## src/rtl/mult_pkg.sv

```systemverilog
// Shared types and widths for the multiplier arbiter slice.
// Latency: n/a (declarations only).
// Backpressure: n/a (declarations only).
package mult_pkg;

    localparam int MUL_W       = 16;
    localparam int PROD_W      = 32;
    localparam int MUL_LAT_DEF = 17;
    localparam int CNT_W       = $clog2(MUL_LAT_DEF + 1);

    typedef enum logic [1:0] {
        IDLE  = 2'd0,
        START = 2'd1,
        WAIT  = 2'd2,
        DONE  = 2'd3
    } state_t;

    // Counter width for a given multiplier latency; never below one bit.
    function automatic int cnt_width(input int lat);
        return (lat < 1) ? 1 : $clog2(lat + 1);
    endfunction

endpackage

```

## src/rtl/rr_arb2.sv

```systemverilog
// Two-way round-robin grant; prio points at the requester that wins a tie.
// Latency: grant is combinational from req; prio updates one cycle after advance.
// Backpressure: none of its own; the caller masks req when it cannot accept.
module rr_arb2 (
    input  logic       clk,
    input  logic       rst,
    input  logic [1:0] req,
    input  logic       advance,
    output logic [1:0] gnt
);

    // prio = 0 means requester 0 wins a tie, 1 means requester 1 wins.
    logic prio;

    // One-hot grant: a lone requester always wins, a tie goes to prio.
    always_comb begin
        gnt = 2'b00;
        case (req)
            2'b01:   gnt = 2'b01;
            2'b10:   gnt = 2'b10;
            2'b11:   gnt = prio ? 2'b10 : 2'b01;
            default: gnt = 2'b00;
        endcase
    end

    // Hand priority to the other requester whenever a grant is consumed.
    always_ff @(posedge clk) begin
        if (!rst) begin
            prio <= 1'b0;
        end else if (advance && (gnt != 2'b00)) begin
            prio <= gnt[0];
        end
    end

endmodule

```

## src/rtl/mult_arbiter.sv

```systemverilog
// Shares one sequential multiplier between two requesters with round-robin grant.
// Latency: handshake to rsp pulse is MUL_LAT+2 cycles; one op every MUL_LAT+3 cycles.
// Backpressure: ready only in IDLE for the granted requester; responses cannot be stalled.
module mult_arbiter
    import mult_pkg::*;
#(
    parameter int MUL_LAT = 17
) (
    input  logic                clk,
    input  logic                rst,
    input  logic                req0_valid,
    input  logic                req1_valid,
    input  logic [MUL_W-1:0]    req0_a,
    input  logic [MUL_W-1:0]    req0_b,
    input  logic [MUL_W-1:0]    req1_a,
    input  logic [MUL_W-1:0]    req1_b,
    output logic                req0_ready,
    output logic                req1_ready,
    output logic                rsp0_valid,
    output logic                rsp1_valid,
    output logic [PROD_W-1:0]   rsp_data,
    output logic                mul_st,
    output logic [MUL_W-1:0]    mul_m1,
    output logic [MUL_W-1:0]    mul_m2,
    input  logic [PROD_W-1:0]   mul_resul,
    output logic                busy
);

    localparam int            CW       = cnt_width(MUL_LAT);
    localparam logic [CW-1:0] CNT_LOAD = CW'(MUL_LAT - 1);

    state_t        state;
    logic [CW-1:0] cnt;
    logic          owner;
    logic [1:0]    arb_req;
    logic [1:0]    gnt;
    logic          hs0;
    logic          hs1;

    // Requests are only visible to the arbiter while idle and out of reset,
    // so ready is naturally low in every other state.
    assign arb_req    = {req1_valid, req0_valid} & {2{(state == IDLE) && rst}};
    assign req0_ready = gnt[0];
    assign req1_ready = gnt[1];
    assign hs0        = req0_valid && req0_ready;
    assign hs1        = req1_valid && req1_ready;
    assign busy       = (state != IDLE);

    rr_arb2 u_arb (
        .clk     (clk),
        .rst     (rst),
        .req     (arb_req),
        .advance (hs0 || hs1),
        .gnt     (gnt)
    );

    // Operation sequencer: latch operands, pulse start, count latency, return product.
    always_ff @(posedge clk) begin
        if (!rst) begin
            state      <= IDLE;
            cnt        <= '0;
            owner      <= 1'b0;
            mul_st     <= 1'b0;
            rsp0_valid <= 1'b0;
            rsp1_valid <= 1'b0;
            mul_m1     <= '0;
            mul_m2     <= '0;
            rsp_data   <= '0;
        end else begin
            mul_st     <= 1'b0;
            rsp0_valid <= 1'b0;
            rsp1_valid <= 1'b0;
            case (state)
                IDLE: begin
                    if (hs0 || hs1) begin
                        mul_m1 <= hs1 ? req1_a : req0_a;
                        mul_m2 <= hs1 ? req1_b : req0_b;
                        owner  <= hs1;
                        mul_st <= 1'b1;
                        state  <= START;
                    end
                end
                START: begin
                    cnt   <= CNT_LOAD;
                    state <= WAIT;
                end
                WAIT: begin
                    if (cnt != '0) begin
                        cnt <= cnt - CW'(1);
                    end else begin
                        rsp_data   <= mul_resul;
                        rsp0_valid <= ~owner;
                        rsp1_valid <= owner;
                        state      <= DONE;
                    end
                end
                DONE: begin
                    state <= IDLE;
                end
                default: begin
                    state <= IDLE;
                end
            endcase
        end
    end

endmodule
```

## config.mk

```make
export PLATFORM = sky130hd
export DESIGN_NAME = mult_arbiter
export DESIGN_NICKNAME = d
export VERILOG_FILES = /design/src/rtl/mult_pkg.sv /design/src/rtl/rr_arb2.sv /design/src/rtl/mult_arbiter.sv
export SDC_FILE = /design/constraint.sdc
export NUM_CORES = 1
export LEC_CHECK = 0
export CELL_PAD_IN_SITES_DETAIL_PLACEMENT = 0
export CELL_PAD_IN_SITES_GLOBAL_PLACEMENT = 1
export CORE_MARGIN = 2
export CORE_UTILIZATION = 30
export DETAILED_ROUTE_END_ITERATION = 10
export PLACE_DENSITY = 0.88
export SLEW_MARGIN = 30
export SYNTH_ARGS = -nofsm -noshare
export SYNTH_HDL_FRONTEND = slang
export SYNTH_HIERARCHICAL = 1
export SYNTH_SLANG_ARGS = --single-unit
```

## constraint.sdc

```tcl
create_clock -name clk -period 6.5 [get_ports clk]
set_input_delay 1.95 -clock clk [delete_from_list [all_inputs] [get_ports clk]]
set_output_delay 1.95 -clock clk [all_outputs]
set_load 0.02 [all_outputs]
```

# Yosys cells after proc, flatten, opt, wreduce, memory -nomap -nowiden
# Index checks and enable logic that the tools add are counted.
[totals]
wordCells = 51
reg_bits = 76
in_bits = 100
out_inout_bits = 70
[classes]
reduce_logical = 16
n_eq_ne = 9
addsub = 1
n_bitwise = 5
n_mux = 10
[ops]
columns = ["operator", "count"]
rows = [
  ["two-way mux 16 bit", 2],
  ["case mux 5 bit (2 select lines)", 1],
  ["AND reduction 2 bit", 5],
  ["equality test 2 bit, second input constant", 4],
  ["case mux 2 bit (4 select lines)", 1],
  ["two-way mux 2 bit", 3],
  ["case mux 2 bit (3 select lines)", 1],
  ["nonzero test 2 bit", 3],
  ["two-way mux 5 bit", 1],
  ["nonzero test 5 bit", 1],
  ["subtractor 5 x 1 -> 5 bit, second input constant", 1],
  ["equality test 2 x 1 -> 1 bit, second input constant", 2],
  ["logical AND 1 bit", 4],
  ["!= test 2 bit, second input constant", 2],
  ["NOT 1 bit", 4],
  ["OR reduction 3 bit", 1],
  ["bitwise AND 2 bit", 1],
  ["logical NOT 2 bit", 1],
  ["!= test 2 x 1 -> 1 bit, second input constant", 1],
  ["logical OR 1 bit", 1],
  ["two-way mux 1 bit", 1],
]

# Logic depth before layout (Yosys ltp)
# Gate-level depths: netlist of the first run.
[logic_depth]
depth_word = 9
mapped_depth = 12
depth_no_buf = 8

# Modules after synthesis
# Netlist of the first run, hierarchy kept.
[modules_own_cells]
columns = ["module", "n_inst", "cells_per_inst", "seq_area_each_um2", "area_per_inst_um2"]
rows = [
  ["mult_arbiter", 1, 398, 1501.4, 3490.8],
  ["rr_arb2", 1, 7, 20.0, 61.3],
]

# Worst setup path after synthesis of the first run
# No wires, ideal clock.
[synth_path]
path_type = "input to output"
from = "input req1_valid"
to = "output req0_ready"
t_arrival_ns = 3.162
path_slack_ns = 1.388
path_stages = 4
required_time_ns = 4.550
n_path_buf = 2
path_cell_list = "buf_6 > clkbuf_1 > and3_1 > a21boi_0"
[synth_between]
elab_chain_len = 3
elab_cells_between_ends = 5
classes_between = "eq/ne (3); mux (1); bitwise (1)"
[synth_lines]
columns = ["element", "line", "rtl"]
rows = [
  ["start: declaration", "mult_arbiter.sv:12", "input logic req1_valid,"],
  ["bitwise AND 2 bit *", "mult_arbiter.sv:42", "assign arb_req = {req1_valid, req0_valid} & {2{(state == IDLE) && rst}};"],
  ["via arb_req[1]", "mult_arbiter.sv:35", "logic [1:0] arb_req;"],
  ["equality test 2 bit or equality test 2 x 1 -> 1 bit (tied branches)", "rr_arb2.sv:18", "case (req)"],
  ["case mux 2 bit (3 select lines) *", "rr_arb2.sv:18", ""],
  ["end: declaration", "mult_arbiter.sv:17", "output logic req0_ready,"],
]
# The timed path passes the listed nets; every way through them passes the cells marked *.

# Worst setup path in the final report of the first run
[layout_path]
from = "input rst"
to = "output req0_ready"
[layout_between]
elab_chain_len = 4
elab_cells_between_ends = 6
classes_between = "eq/ne (3); mux (1); bitwise (1); reduce/logical (1)"
[layout_lines]
columns = ["element", "line", "rtl"]
rows = [
  ["start: declaration", "mult_arbiter.sv:10", "input logic rst,"],
  ["logical AND 1 bit *", "mult_arbiter.sv:42", ""],
  ["bitwise AND 2 bit *", "mult_arbiter.sv:42", ""],
  ["via arb_req[0]", "mult_arbiter.sv:35", ""],
  ["equality test 2 bit or equality test 2 x 1 -> 1 bit (tied branches)", "rr_arb2.sv:18", ""],
  ["case mux 2 bit (3 select lines) *", "rr_arb2.sv:18", ""],
]
# Marks and branches as above.

==> results of run 1 <==
worst min-delay path by stage:
| stage | startpoint | to | slack [ps] |
|---|---|---|---|
| 6_report | rsp_data[3] | rsp_data[3] | 480 |
| 2_1_floorplan | owner | rsp0_valid | 410 |
| 5_1_grt | rsp_data[24] | rsp_data[24] | 500 |
| 3_5_place_dp | owner | rsp0_valid | 460 |
| 4_1_cts | rsp_data[3] | rsp_data[3] | 480 |
| 3_3_place_gp | owner | rsp0_valid | 450 |
worst max-delay path, stage by stage:
cell	delay, ps
sky130_fd_sc_hd__clkdlybuf4s50_1	660
sky130_fd_sc_hd__and3_1	270
sky130_fd_sc_hd__a21boi_0	430
sky130_fd_sc_hd__clkdlybuf4s50_1	730
routing by layer:
layer	track usage	routed length (um)	up-vias
li1	-	-	1774
met5	0	0	-
met1	0.214	4800	1711
met4	0.0561	119	0
met2	0.266	4860	182
met3	0.0653	1350	8
cell usage in the layout (no fill, tap or decap), types with 4 or more instances in the layout:
master / n
sky130_fd_sc_hd__ha_1: 5
sky130_fd_sc_hd__clkbuf_1: 4
sky130_fd_sc_hd__a21oi_1: 69
sky130_fd_sc_hd__nand3_1: 68
sky130_fd_sc_hd__o21ai_0: 35
sky130_fd_sc_hd__nor2_1: 5
sky130_fd_sc_hd__dfxtp_1: 76
sky130_fd_sc_hd__clkdlybuf4s50_1: 169
sky130_fd_sc_hd__nand2_1: 35
sky130_fd_sc_hd__a311oi_2: 30
sky130_fd_sc_hd__buf_4: 5
sky130_fd_sc_hd__clkbuf_16: 9
sky130_fd_sc_hd__inv_1: 8
cell families (layout without fill, tap and decap cells):
| group | after synthesis | count (layout) | synth area share |
|---|---|---|---|
| AOI/OAI and AO/OA | 147 | 147 | 0.310 |
| adders and majority gates | 5 | 5 | 0.0176 |
| muxes | 2 | 2 | 0.00564 |
| and+or+nand+nor | 123 | 123 | 0.168 |
| buffers and inverters | 52 | 202 | 0.0704 |
| DFF | 76 | 76 | 0.428 |
layout make-up:
cell class	instances	area, um^2
inverters	10	37.5
well taps	143	179
fillers	1121	5870
multi-input cells	277	1800
clock buffers	15	268
flip-flops and latches	76	1520
clock inverters	1	30.0
repair buffers	176	1770
stage by stage:
stage               hold WS (ps)  cell area [um^2]  utilization
CTS                          476              5600        0.488
floorplan                    407              3550            -
detailed placement           461              5300        0.462
global route                 496              5600        0.488
finish                       476              5600        0.488
global placement             446              5260        0.459
flip-flops by register name, summed over array words and instances (netlist names):
signal and cells:
rsp_data 32, mul_m1 16, mul_m2 16, cnt 5
state 2, mul_st 1, owner 1, rsp0_valid 1
rsp1_valid 1, u_arb/prio 1
power breakdown:
group | leakage [nW] | switching, mW | internal, mW | total [mW]
Clock | 0.144 | 0.182 | 0.319 | 0.502
Combinational | 1.17 | 0.529 | 0.379 | 0.908
Sequential | 0.618 | 0.0541 | 0.561 | 0.615
Total | 1.94 | 0.766 | 1.26 | 2.02
cell usage after synthesis, types with 3 or more instances:
master                     instances
sky130_fd_sc_hd__nand2_1          36
sky130_fd_sc_hd__nor2_1            6
sky130_fd_sc_hd__buf_6             4
sky130_fd_sc_hd__clkbuf_1         23
sky130_fd_sc_hd__inv_1             8
sky130_fd_sc_hd__a311oi_2         30
sky130_fd_sc_hd__ha_1              5
sky130_fd_sc_hd__o21ai_0          35
sky130_fd_sc_hd__nand3_1          68
sky130_fd_sc_hd__buf_4             3
sky130_fd_sc_hd__buf_2            11
sky130_fd_sc_hd__a21oi_1          69
sky130_fd_sc_hd__dfxtp_1          76
==> metrics.txt, run 1 <==
# TYPE chip_impl_metric gauge
chip_impl_metric{name="effective_utilization_at_floorplan",unit=""} 0.310
chip_impl_metric{name="synth_edf_count",unit=""} 0
chip_impl_metric{name="drt_iter0_markers",unit=""} 326
chip_impl_info{name="cts_root_buf",value="sky130_fd_sc_hd__clkbuf_16"} 1
chip_impl_metric{name="initial_antenna_violation_count",unit=""} 0
chip_impl_info{name="rr_endpoint",value="mul_m2[9]"} 1
chip_impl_metric{name="die-area",unit="um^2"} 12700
chip_impl_info{name="synthFlopType",value="sky130_fd_sc_hd__dfxtp_1"} 1
chip_impl_metric{name="hold-path-cell-count",unit=""} 2
chip_impl_info{name="synth_area_leader_cell",value="sky130_fd_sc_hd__dfxtp_1"} 1
chip_impl_info{name="result_of_the_run",value="completed"} 1
chip_impl_metric{name="slew_headroom",unit=""} 0.563
chip_impl_metric{name="number_of_instances_resized_during_post_cts_repair",unit=""} 0
chip_impl_metric{name="placement.setup.worst_slack",unit="ps"} 482
chip_impl_metric{name="placed_instances",unit=""} 682
chip_impl_metric{name="period_share",unit=""} 0.923
chip_impl_metric{name="design_power_total",unit="mW"} 2.02
chip_impl_info{name="rsz0062_at_grt",value="false"} 1
chip_impl_metric{name="areaGrowthSynthToFinish",unit="%"} 57.6
chip_impl_metric{name="count_of_nets_left_with_antenna_violations_after_detail_routing",unit=""} 0
chip_impl_metric{name="ir_drop",unit="mV"} 0.142
chip_impl_metric{name="cts.hold.buffers_added",unit=""} 0
chip_impl_metric{name="post_syn_instances",unit=""} 405
chip_impl_metric{name="syn-mean-instance-area",unit="um^2"} 8.77
chip_impl_info{name="synth_area_leaders",value="sky130_fd_sc_hd__dfxtp_1 43%, sky130_fd_sc_hd__a311oi_2 13%, sky130_fd_sc_hd__a21oi_1 9.7%"} 1
chip_impl_metric{name="power_per_standard_cell_area",unit="nW/um^2"} 362
chip_impl_info{name="cts_tree",value="yes"} 1
chip_impl_metric{name="cap_violations",unit=""} 0
chip_impl_info{name="worst-setup-path-type",value="in2out"} 1
chip_impl_metric{name="via_count_of_the_first_global_routing_pass",unit=""} 3652
chip_impl_metric{name="cts-buffers-inserted",unit=""} 9
chip_impl_metric{name="boundaryPins",unit=""} 170
chip_impl_metric{name="grt_first_pass_wirelength",unit="mm"} 17.7
chip_impl_metric{name="timing.final.crit_period",unit="ps"} 6000
chip_impl_metric{name="globalRouteTotalUtil",unit=""} 0.169
chip_impl_metric{name="fin_setup_tns",unit="ps"} 0
chip_impl_metric{name="p_leak",unit="nW"} 1.94
chip_impl_metric{name="async_flop_share",unit=""} 0
chip_impl_metric{name="path_clk_slew",unit="ps"} 50
chip_impl_metric{name="drt_pass1_iterations",unit=""} 4
chip_impl_metric{name="row_count",unit=""} 39
chip_impl_metric{name="detailed_route_drc_error_count",unit=""} 0
chip_impl_metric{name="synth_seq_cells",unit=""} 76
chip_impl_metric{name="cts_sinks",unit=""} 76
chip_impl_metric{name="fin_skew",unit="ps"} 5.60
chip_impl_metric{name="worst_reg_to_reg_cells",unit=""} 10
chip_impl_metric{name="slew_violations",unit=""} 0
chip_impl_info{name="setup.worst_path.start_class",value="input pin"} 1
chip_impl_metric{name="h-tree-depth",unit=""} 3
chip_impl_metric{name="synth_fp_nets",unit=""} 510
chip_impl_metric{name="ff2ff_setup_slack",unit="ps"} 3500
chip_impl_metric{name="num_vias",unit=""} 3675
chip_impl_metric{name="die_height",unit="um"} 113
chip_impl_metric{name="cts_max_path_buffers",unit=""} 2
chip_impl_metric{name="dp_hpwl",unit="mm"} 7.60
chip_impl_metric{name="worst_pin_slew",unit="ps"} 653
chip_impl_metric{name="avgViaCountPerCell",unit=""} 5.27
chip_impl_metric{name="synth-seq-area-share",unit=""} 0.428
chip_impl_metric{name="floorplan.die.width",unit="um"} 113
chip_impl_info{name="hold_class",value="reg2reg"} 1
chip_impl_metric{name="post-cts-setup-buffers",unit=""} 0
chip_impl_metric{name="setup_viol",unit=""} 0
chip_impl_metric{name="drive_above_1_share",unit=""} 0.108
chip_impl_metric{name="port-buffer-count",unit=""} 169
chip_impl_metric{name="wirelength",unit="mm"} 11.1
chip_impl_metric{name="final.setup.worst_slack",unit="ps"} 501
chip_impl_metric{name="final_net_count",unit=""} 655
chip_impl_metric{name="clock.fmax",unit="GHz"} 0.167
chip_impl_info{name="crit-reg2reg-launch",value="state[0]"} 1
chip_impl_metric{name="syn-cell-area",unit="um^2"} 3550
chip_impl_metric{name="data_required_time_at_the_worst_endpoint",unit="ps"} 4550
chip_impl_metric{name="antenna-diode-count",unit=""} 0
chip_impl_metric{name="globalRouteOverflowTotal",unit=""} 0
chip_impl_metric{name="global_placement_routability_congestion",unit=""} 0.782
chip_impl_info{name="critical_path.endpoint",value="req0_ready"} 1
chip_impl_metric{name="maximum_number_of_pins_on_one_net_before_global_route_repair",unit=""} 38
chip_impl_metric{name="synth-warning-count",unit=""} 6
chip_impl_metric{name="instances_no_fill",unit=""} 698
chip_impl_metric{name="detail_route.wl_per_cell",unit="um"} 15.9
chip_impl_metric{name="arrival_time_reported_for_the_critical_path_endpoint",unit="ps"} 4050
chip_impl_metric{name="post-synth-top-area-fraction",unit=""} 0.428
chip_impl_metric{name="yosys.cell_types.count",unit=""} 37
chip_impl_metric{name="core_area",unit="um^2"} 11500
chip_impl_metric{name="crit_path_max_fanout",unit=""} 9
chip_impl_info{name="worstSetupStartpoint",value="rst"} 1
chip_impl_metric{name="worst_skew_pair.late_latency",unit="ps"} 320
chip_impl_metric{name="hold_viol_final",unit=""} 0
chip_impl_info{name="setup.worst_path.end_class",value="output pin"} 1
(Power assumes the default switching activity.)
==> run 2, diff against run 1 <==
--- a/config.mk
+++ b/config.mk
@@ -7,6 +7,7 @@
 export LEC_CHECK = 0
 export CELL_PAD_IN_SITES_DETAIL_PLACEMENT = 0
 export CELL_PAD_IN_SITES_GLOBAL_PLACEMENT = 1
+export CORE_ASPECT_RATIO = 1.2
 export CORE_MARGIN = 2
 export CORE_UTILIZATION = 30
 export DETAILED_ROUTE_END_ITERATION = 10
==> run 2 against run 1 <==
Die area barely moved. Design area up 0.63%. Cell count is 2.0% higher. Hold slack got worse by 5.6 ps. Clock skew grew 2.4 ps. Core utilization down 0.12 points. Non-clock buffer count stayed put.
==> metrics.txt, run 2 (synthesized netlist as in run 1, its figures left out) <==
# TYPE chip_impl_metric gauge
chip_impl_info{name="result_of_the_run",value="completed"} 1
chip_impl_metric{name="port-buffer-count",unit=""} 169
chip_impl_info{name="timing.critical_path.cells",value="clkdlybuf4s50_1 -> and3_1 -> a21boi_0 -> clkdlybuf4s50_1"} 1
chip_impl_info{name="setup.worst_path.end_class",value="output pin"} 1
chip_impl_metric{name="wirelength",unit="mm"} 10.9
chip_impl_metric{name="largest_register_ffs",unit=""} 32
chip_impl_metric{name="fillers",unit=""} 1099
chip_impl_metric{name="power_per_standard_cell_area",unit="nW/um^2"} 359
chip_impl_metric{name="final_net_count",unit=""} 655
chip_impl_metric{name="detail_route.wl_per_cell",unit="um"} 15.3
chip_impl_info{name="layout_commonest_cell",value="sky130_fd_sc_hd__clkdlybuf4s50_1"} 1
chip_impl_metric{name="path_clk_slew",unit="ps"} 60
chip_impl_metric{name="core_area",unit="um^2"} 11600
chip_impl_metric{name="avgViaCountPerCell",unit=""} 5.14
chip_impl_metric{name="drt_pass1_iterations",unit=""} 4
chip_impl_metric{name="num_vias",unit=""} 3658
chip_impl_metric{name="dp_hpwl",unit="mm"} 7.35
chip_impl_metric{name="initial_antenna_violation_count",unit=""} 0
chip_impl_info{name="cell_mode_on_critical_path",value="sky130_fd_sc_hd__clkdlybuf4s50_1"} 1
chip_impl_metric{name="worst_pin_slew",unit="ps"} 842
chip_impl_metric{name="cap_violations",unit=""} 0
chip_impl_metric{name="p_leak",unit="nW"} 1.94
chip_impl_metric{name="cts_sinks",unit=""} 76
chip_impl_info{name="hold_class",value="reg2reg"} 1
chip_impl_metric{name="worst_skew_pair.late_latency",unit="ps"} 330
chip_impl_info{name="setup.worst_path.start_class",value="input pin"} 1
chip_impl_metric{name="row_count",unit=""} 43
chip_impl_metric{name="boundaryPins",unit=""} 170
chip_impl_metric{name="detailed_route_drc_error_count",unit=""} 0
chip_impl_metric{name="data_required_time_at_the_worst_endpoint",unit="ps"} 4550
chip_impl_metric{name="period_share",unit=""} 0.921
chip_impl_info{name="mostFrequentLayoutCells",value="169 x sky130_fd_sc_hd__clkdlybuf4s50_1, 76 x sky130_fd_sc_hd__dfxtp_1, 69 x sky130_fd_sc_hd__a21oi_1"} 1
chip_impl_metric{name="effective_utilization_at_floorplan",unit=""} 0.307
chip_impl_info{name="critical_path.endpoint",value="req0_ready"} 1
chip_impl_info{name="worst-setup-path-type",value="in2out"} 1
chip_impl_metric{name="clock.fmax",unit="GHz"} 0.167
chip_impl_metric{name="crit_path_max_fanout",unit=""} 6
chip_impl_info{name="largest_registers",value="rsp_data (32), mul_m1 (16), mul_m2 (16)"} 1
chip_impl_metric{name="maximum_number_of_pins_on_one_net_before_global_route_repair",unit=""} 44
chip_impl_metric{name="antenna-diode-count",unit=""} 0
chip_impl_metric{name="cts-buffers-inserted",unit=""} 9
chip_impl_info{name="worstSetupStartpoint",value="rst"} 1
chip_impl_metric{name="globalRouteOverflowTotal",unit=""} 0
chip_impl_info{name="max_flop_register",value="rsp_data"} 1
chip_impl_metric{name="cts.hold.buffers_added",unit=""} 0
chip_impl_metric{name="floorplan.die.width",unit="um"} 103
chip_impl_metric{name="ff2ff_setup_slack",unit="ps"} 3810
chip_impl_metric{name="timing.final.crit_period",unit="ps"} 5990
chip_impl_metric{name="arrival_time_reported_for_the_critical_path_endpoint",unit="ps"} 4040
chip_impl_metric{name="slew_headroom",unit=""} 0.438
chip_impl_metric{name="fin_setup_tns",unit="ps"} 0
chip_impl_metric{name="grt_first_pass_wirelength",unit="mm"} 16.7
chip_impl_metric{name="ir_drop",unit="mV"} 0.191
chip_impl_metric{name="count_of_nets_left_with_antenna_violations_after_detail_routing",unit=""} 0
chip_impl_metric{name="worst_reg_to_reg_cells",unit=""} 9
chip_impl_metric{name="post-cts-setup-buffers",unit=""} 0
chip_impl_metric{name="drt_iter0_markers",unit=""} 133
chip_impl_info{name="crit-reg2reg-launch",value="state[0]"} 1
chip_impl_info{name="timing.critical_path.slowest_stage_cell",value="sky130_fd_sc_hd__clkdlybuf4s50_1"} 1
chip_impl_info{name="cts_root_buf",value="sky130_fd_sc_hd__clkbuf_16"} 1
chip_impl_metric{name="drive_above_1_share",unit=""} 0.115
chip_impl_metric{name="globalRouteTotalUtil",unit=""} 0.169
chip_impl_metric{name="fin_skew",unit="ps"} 7.99
chip_impl_metric{name="via_count_of_the_first_global_routing_pass",unit=""} 3467
chip_impl_metric{name="number_of_instances_resized_during_post_cts_repair",unit=""} 0
chip_impl_metric{name="timing.critical_path.slowest_cell_delay",unit="ps"} 700
chip_impl_metric{name="cts_max_path_buffers",unit=""} 2
chip_impl_info{name="rsz0062_at_grt",value="false"} 1
chip_impl_metric{name="design_power_total",unit="mW"} 2.02
chip_impl_info{name="rr_endpoint",value="mul_m1[15]"} 1
chip_impl_metric{name="die-area",unit="um^2"} 12700
chip_impl_metric{name="slew_violations",unit=""} 0
chip_impl_metric{name="die_height",unit="um"} 123
chip_impl_metric{name="hold_viol_final",unit=""} 0
chip_impl_metric{name="h-tree-depth",unit=""} 3
chip_impl_metric{name="global_placement_routability_congestion",unit=""} 0.772
chip_impl_metric{name="setup_viol",unit=""} 0
chip_impl_metric{name="areaGrowthSynthToFinish",unit="%"} 58.6
chip_impl_info{name="cts_tree",value="yes"} 1
run 2: cell types whose count changed in the layout (fill, tap and decap cells not counted), sizes merged:
| cell | before | now |
|---|---|---|
| clkinv | 0 | 3 |
| clkinvlp | 0 | 2 |
| clkbuf | 15 | 10 |
run 2: layer usage:
metal / share of wire / up-vias / GRT usage
li1: - / 1772 / -
met2: 0.44 / 181 / 0.264
met1: 0.43 / 1695 / 0.203
met4: 0.014 / 0 / 0.0584
met3: 0.12 / 10 / 0.0780
met5: 0 / - / 0
run 2: layout make-up:
cell class                 instances  area (um^2)  area share
tap                              157          196      0.0349
sequential                        76         1520       0.270
timing repair buffer             176         1770       0.314
multi-input combinational        277         1810       0.321
clock buffer                      10          239      0.0424
clock inverter                     6         63.8      0.0113
inverter                          10         37.5     0.00666
run 2: how the worst min path moves through the flow:
stage | from | to | slack (ps) | depth (start not counted)
finish | owner | rsp1_valid | 470 | 2
CTS | owner | rsp1_valid | 470 | 2
floorplan | owner | rsp0_valid | 410 | 1
global route | owner | rsp1_valid | 470 | 2
detailed placement | owner | rsp1_valid | 450 | 2
global placement | owner | rsp0_valid | 450 | 1
run 2: per-stage QoR:
step	utilization	hold WS (ps)	instance area [um^2]	setup WS, ps	instances
after global routing	0.487	473	5630	407	712
after floorplan	-	407	3550	1390	405
after CTS	0.487	468	5630	510	712
final	0.487	471	5630	513	712
after detailed placement	0.461	452	5330	537	696
after global placement	0.457	451	5280	573	694
run 2: worst max-delay path, delay by kind of cell:
| family | cells | cell delay, ps |
|---|---|---|
| AND/OR/NAND/NOR | 1 | 300 |
| AO/OA/AOI/OAI | 1 | 440 |
| buffers and inverters | 2 | 1340 |
run 2: power breakdown:
group          internal [mW]  switching, mW  total (mW)  leakage (nW)
combinational          0.379          0.527       0.907          1.18
clock                  0.307          0.196       0.503         0.144
sequential             0.561         0.0539       0.615         0.618
total                   1.25          0.778        2.02          1.94
==> run 3, diff against run 2 <==
--- a/config.mk
+++ b/config.mk
@@ -9,9 +9,9 @@
 export CELL_PAD_IN_SITES_GLOBAL_PLACEMENT = 1
 export CORE_ASPECT_RATIO = 1.2
 export CORE_MARGIN = 2
-export CORE_UTILIZATION = 30
+export CORE_UTILIZATION = 31
 export DETAILED_ROUTE_END_ITERATION = 10
-export PLACE_DENSITY = 0.88
+export PLACE_DENSITY = 0.91
 export SLEW_MARGIN = 30
 export SYNTH_ARGS = -nofsm -noshare
 export SYNTH_HDL_FRONTEND = slang
==> constraint.sdc (replaced) <==
create_clock -name clk -period 7.3 [get_ports clk]
set_input_delay 2.19 -clock clk [delete_from_list [all_inputs] [get_ports clk]]
set_output_delay 2.19 -clock clk [all_outputs]
set_load 0.02 [all_outputs]
==> run 3 against run 2 <==
Combinational power down 10%. Global-route usage up 1.5 points. Power down 5.9%. Largest cell class unchanged.
==> metrics.txt, run 3 (synthesized netlist as in run 1, its figures left out) <==
# TYPE chip_impl_metric gauge
chip_impl_info{name="result_of_the_run",value="completed"} 1
chip_impl_metric{name="power.switching_fraction",unit=""} 0.362
chip_impl_metric{name="placement.setup.worst_slack",unit="ps"} 855
chip_impl_metric{name="core_area",unit="um^2"} 11100
chip_impl_metric{name="power.switching",unit="mW"} 0.690
chip_impl_info{name="mostFrequentLayoutCells",value="169 x sky130_fd_sc_hd__clkdlybuf4s50_1, 76 x sky130_fd_sc_hd__dfxtp_1, 69 x sky130_fd_sc_hd__a21oi_1"} 1
chip_impl_metric{name="cts.hold.buffers_added",unit=""} 0
chip_impl_metric{name="multi_input_area",unit="um^2"} 1800
chip_impl_info{name="cts_root_buf",value="sky130_fd_sc_hd__clkbuf_16"} 1
chip_impl_metric{name="data_required_time_at_the_worst_endpoint",unit="ps"} 5110
chip_impl_metric{name="h-tree-depth",unit=""} 3
chip_impl_metric{name="global_placement_routability_congestion",unit=""} 0.792
chip_impl_metric{name="globalRouteOverflowTotal",unit=""} 0
chip_impl_metric{name="count_of_nets_left_with_antenna_violations_after_detail_routing",unit=""} 0
chip_impl_metric{name="cts_sinks",unit=""} 76
chip_impl_metric{name="seqPwrFrac",unit=""} 0.287
chip_impl_metric{name="ir_drop",unit="mV"} 0.146
chip_impl_info{name="setup.worst_path.start_class",value="input pin"} 1
chip_impl_metric{name="largest_register_ffs",unit=""} 32
chip_impl_metric{name="areaGrowthSynthToFinish",unit="%"} 60.0
chip_impl_metric{name="die_height",unit="um"} 121
chip_impl_info{name="largest_registers",value="rsp_data (32), mul_m1 (16), mul_m2 (16)"} 1
chip_impl_metric{name="final.setup.worst_slack",unit="ps"} 832
chip_impl_metric{name="fillers",unit=""} 1027
chip_impl_metric{name="via_count_of_the_first_global_routing_pass",unit=""} 3634
chip_impl_metric{name="power.internal",unit="mW"} 1.22
chip_impl_metric{name="combinationalPowerShare",unit=""} 0.426
chip_impl_metric{name="fin_setup_tns",unit="ps"} 0
chip_impl_info{name="critical_path.endpoint",value="req0_ready"} 1
chip_impl_metric{name="drive_above_1_share",unit=""} 0.110
chip_impl_info{name="rr_endpoint",value="mul_m2[8]"} 1
chip_impl_info{name="crit-reg2reg-launch",value="state[1]"} 1
chip_impl_info{name="worst-setup-path-type",value="in2out"} 1
chip_impl_metric{name="drt_pass1_iterations",unit=""} 4
chip_impl_metric{name="final_net_count",unit=""} 654
chip_impl_metric{name="slew_violations",unit=""} 0
chip_impl_metric{name="avgViaCountPerCell",unit=""} 5.22
chip_impl_metric{name="maximum_number_of_pins_on_one_net_before_global_route_repair",unit=""} 41
chip_impl_metric{name="crit_path_max_fanout",unit=""} 9
chip_impl_metric{name="row_count",unit=""} 42
chip_impl_metric{name="drt_iter0_markers",unit=""} 156
chip_impl_metric{name="detail_route.wl_per_cell",unit="um"} 15.9
chip_impl_metric{name="cts_max_path_buffers",unit=""} 2
chip_impl_metric{name="boundaryPins",unit=""} 170
chip_impl_metric{name="worst_skew_pair.late_latency",unit="ps"} 330
chip_impl_metric{name="floorplan.die.width",unit="um"} 102
chip_impl_info{name="rsz0062_at_grt",value="false"} 1
chip_impl_metric{name="worst_reg_to_reg_cells",unit=""} 9
chip_impl_metric{name="placed_instances",unit=""} 692
chip_impl_metric{name="instances_no_fill",unit=""} 708
chip_impl_metric{name="seqCellArea",unit="um^2"} 1520
chip_impl_info{name="cts_tree",value="yes"} 1
chip_impl_metric{name="effective_utilization_at_floorplan",unit=""} 0.320
chip_impl_info{name="hold_class",value="reg2reg"} 1
chip_impl_metric{name="cap_violations",unit=""} 0
chip_impl_metric{name="clockPowerShare",unit=""} 0.286
chip_impl_metric{name="path_clk_slew",unit="ps"} 60
chip_impl_metric{name="num_vias",unit=""} 3696
chip_impl_metric{name="power_per_standard_cell_area",unit="nW/um^2"} 335
chip_impl_metric{name="post-cts-setup-buffers",unit=""} 0
chip_impl_metric{name="place_area",unit="um^2"} 5320
chip_impl_metric{name="fin_skew",unit="ps"} 8.05
chip_impl_metric{name="clock.fmax",unit="GHz"} 0.155
chip_impl_metric{name="port-buffer-count",unit=""} 169
chip_impl_metric{name="number_of_instances_resized_during_post_cts_repair",unit=""} 0
chip_impl_metric{name="arrival_time_reported_for_the_critical_path_endpoint",unit="ps"} 4280
chip_impl_metric{name="ff2ff_setup_slack",unit="ps"} 4570
chip_impl_metric{name="period_share",unit=""} 0.886
chip_impl_metric{name="layout.cell_area.non_filler",unit="um^2"} 5680
chip_impl_metric{name="timing.final.crit_period",unit="ps"} 6470
chip_impl_metric{name="initial_antenna_violation_count",unit=""} 0
chip_impl_info{name="max_flop_register",value="rsp_data"} 1
chip_impl_metric{name="worst_pin_slew",unit="ps"} 779
chip_impl_metric{name="final_worst_hold_slack",unit="ps"} 462
chip_impl_info{name="worstSetupStartpoint",value="rst"} 1
chip_impl_metric{name="setup_viol",unit=""} 0
chip_impl_metric{name="die-area",unit="um^2"} 12300
chip_impl_metric{name="p_leak",unit="nW"} 1.97
chip_impl_metric{name="slew_headroom",unit=""} 0.479
chip_impl_metric{name="hold_viol_final",unit=""} 0
chip_impl_info{name="setup.worst_path.end_class",value="output pin"} 1
chip_impl_metric{name="dp_hpwl",unit="mm"} 7.67
chip_impl_info{name="layout_commonest_cell",value="sky130_fd_sc_hd__clkdlybuf4s50_1"} 1
chip_impl_metric{name="detailed_route_drc_error_count",unit=""} 0
chip_impl_metric{name="globalRouteTotalUtil",unit=""} 0.183
chip_impl_metric{name="cts-buffers-inserted",unit=""} 9
chip_impl_metric{name="wirelength",unit="mm"} 11.2
chip_impl_metric{name="grt_first_pass_wirelength",unit="mm"} 17.9
chip_impl_metric{name="antenna-diode-count",unit=""} 0
[run 3: cell types whose count changed in the layout (fill, tap and decap cells not counted), sizes merged]
cell      delta
bufinv       +3
clkinv       -3
clkbuf       +2
clkinvlp     -2
buf          -1
[run 3: through the flow]
| step | utilization | total power, mW |
|---|---|---|
| after CTS | 0.513 | 1.92 |
| after global placement | 0.475 | 1.33 |
| final | 0.513 | 1.91 |
| after global routing | 0.513 | 2.01 |
| after floorplan | - | 1.05 |
| after detailed placement | 0.479 | 1.37 |
[run 3: cell type report]
cell class                      count  share of cell area
Clock buffer                       12              0.0434
Clock inverter                      4              0.0211
Inverter                           10             0.00661
Multi-Input combinational cell    277               0.317
Tap cell                          154              0.0339
Sequential cell                    76               0.268
Timing Repair Buffer              175               0.310
[run 3: power groups by stage]
stage	clock (mW)	combinational, mW	sequential (mW)
floorplan	0	0.418	0.637
global placement	0	0.783	0.549
finish	0.545	0.813	0.547
detailed placement	0	0.814	0.554
CTS	0.562	0.815	0.547
global route	0.578	0.879	0.557
[run 3: layer usage]
layer | part of all wire | wire, um | vias up | GRT usage
li1 | - | - | 1776 | -
met1 | 0.44 | 4970 | 1740 | 0.226
met2 | 0.44 | 4990 | 173 | 0.286
met3 | 0.10 | 1150 | 7 | 0.0783
met4 | 0.011 | 127 | 0 | 0.0591
met5 | 0 | 0 | - | 0
[run 3: worst max-delay path, cell delays in order]
cell and delay [ps]:
sky130_fd_sc_hd__clkdlybuf4s50_1 710, sky130_fd_sc_hd__and3_1 280, sky130_fd_sc_hd__a21boi_0 400, sky130_fd_sc_hd__clkdlybuf4s50_1 690
[run 3: worst min-delay path by stage]
stage	startpoint	slack [ps]	to	depth (start not counted)
after CTS	owner	470	rsp1_valid	2
after global routing	rsp_data[4]	500	rsp_data[4]	2
after global placement	owner	440	rsp0_valid	1
final	owner	460	rsp1_valid	2
after floorplan	owner	410	rsp0_valid	1
after detailed placement	owner	450	rsp1_valid	2
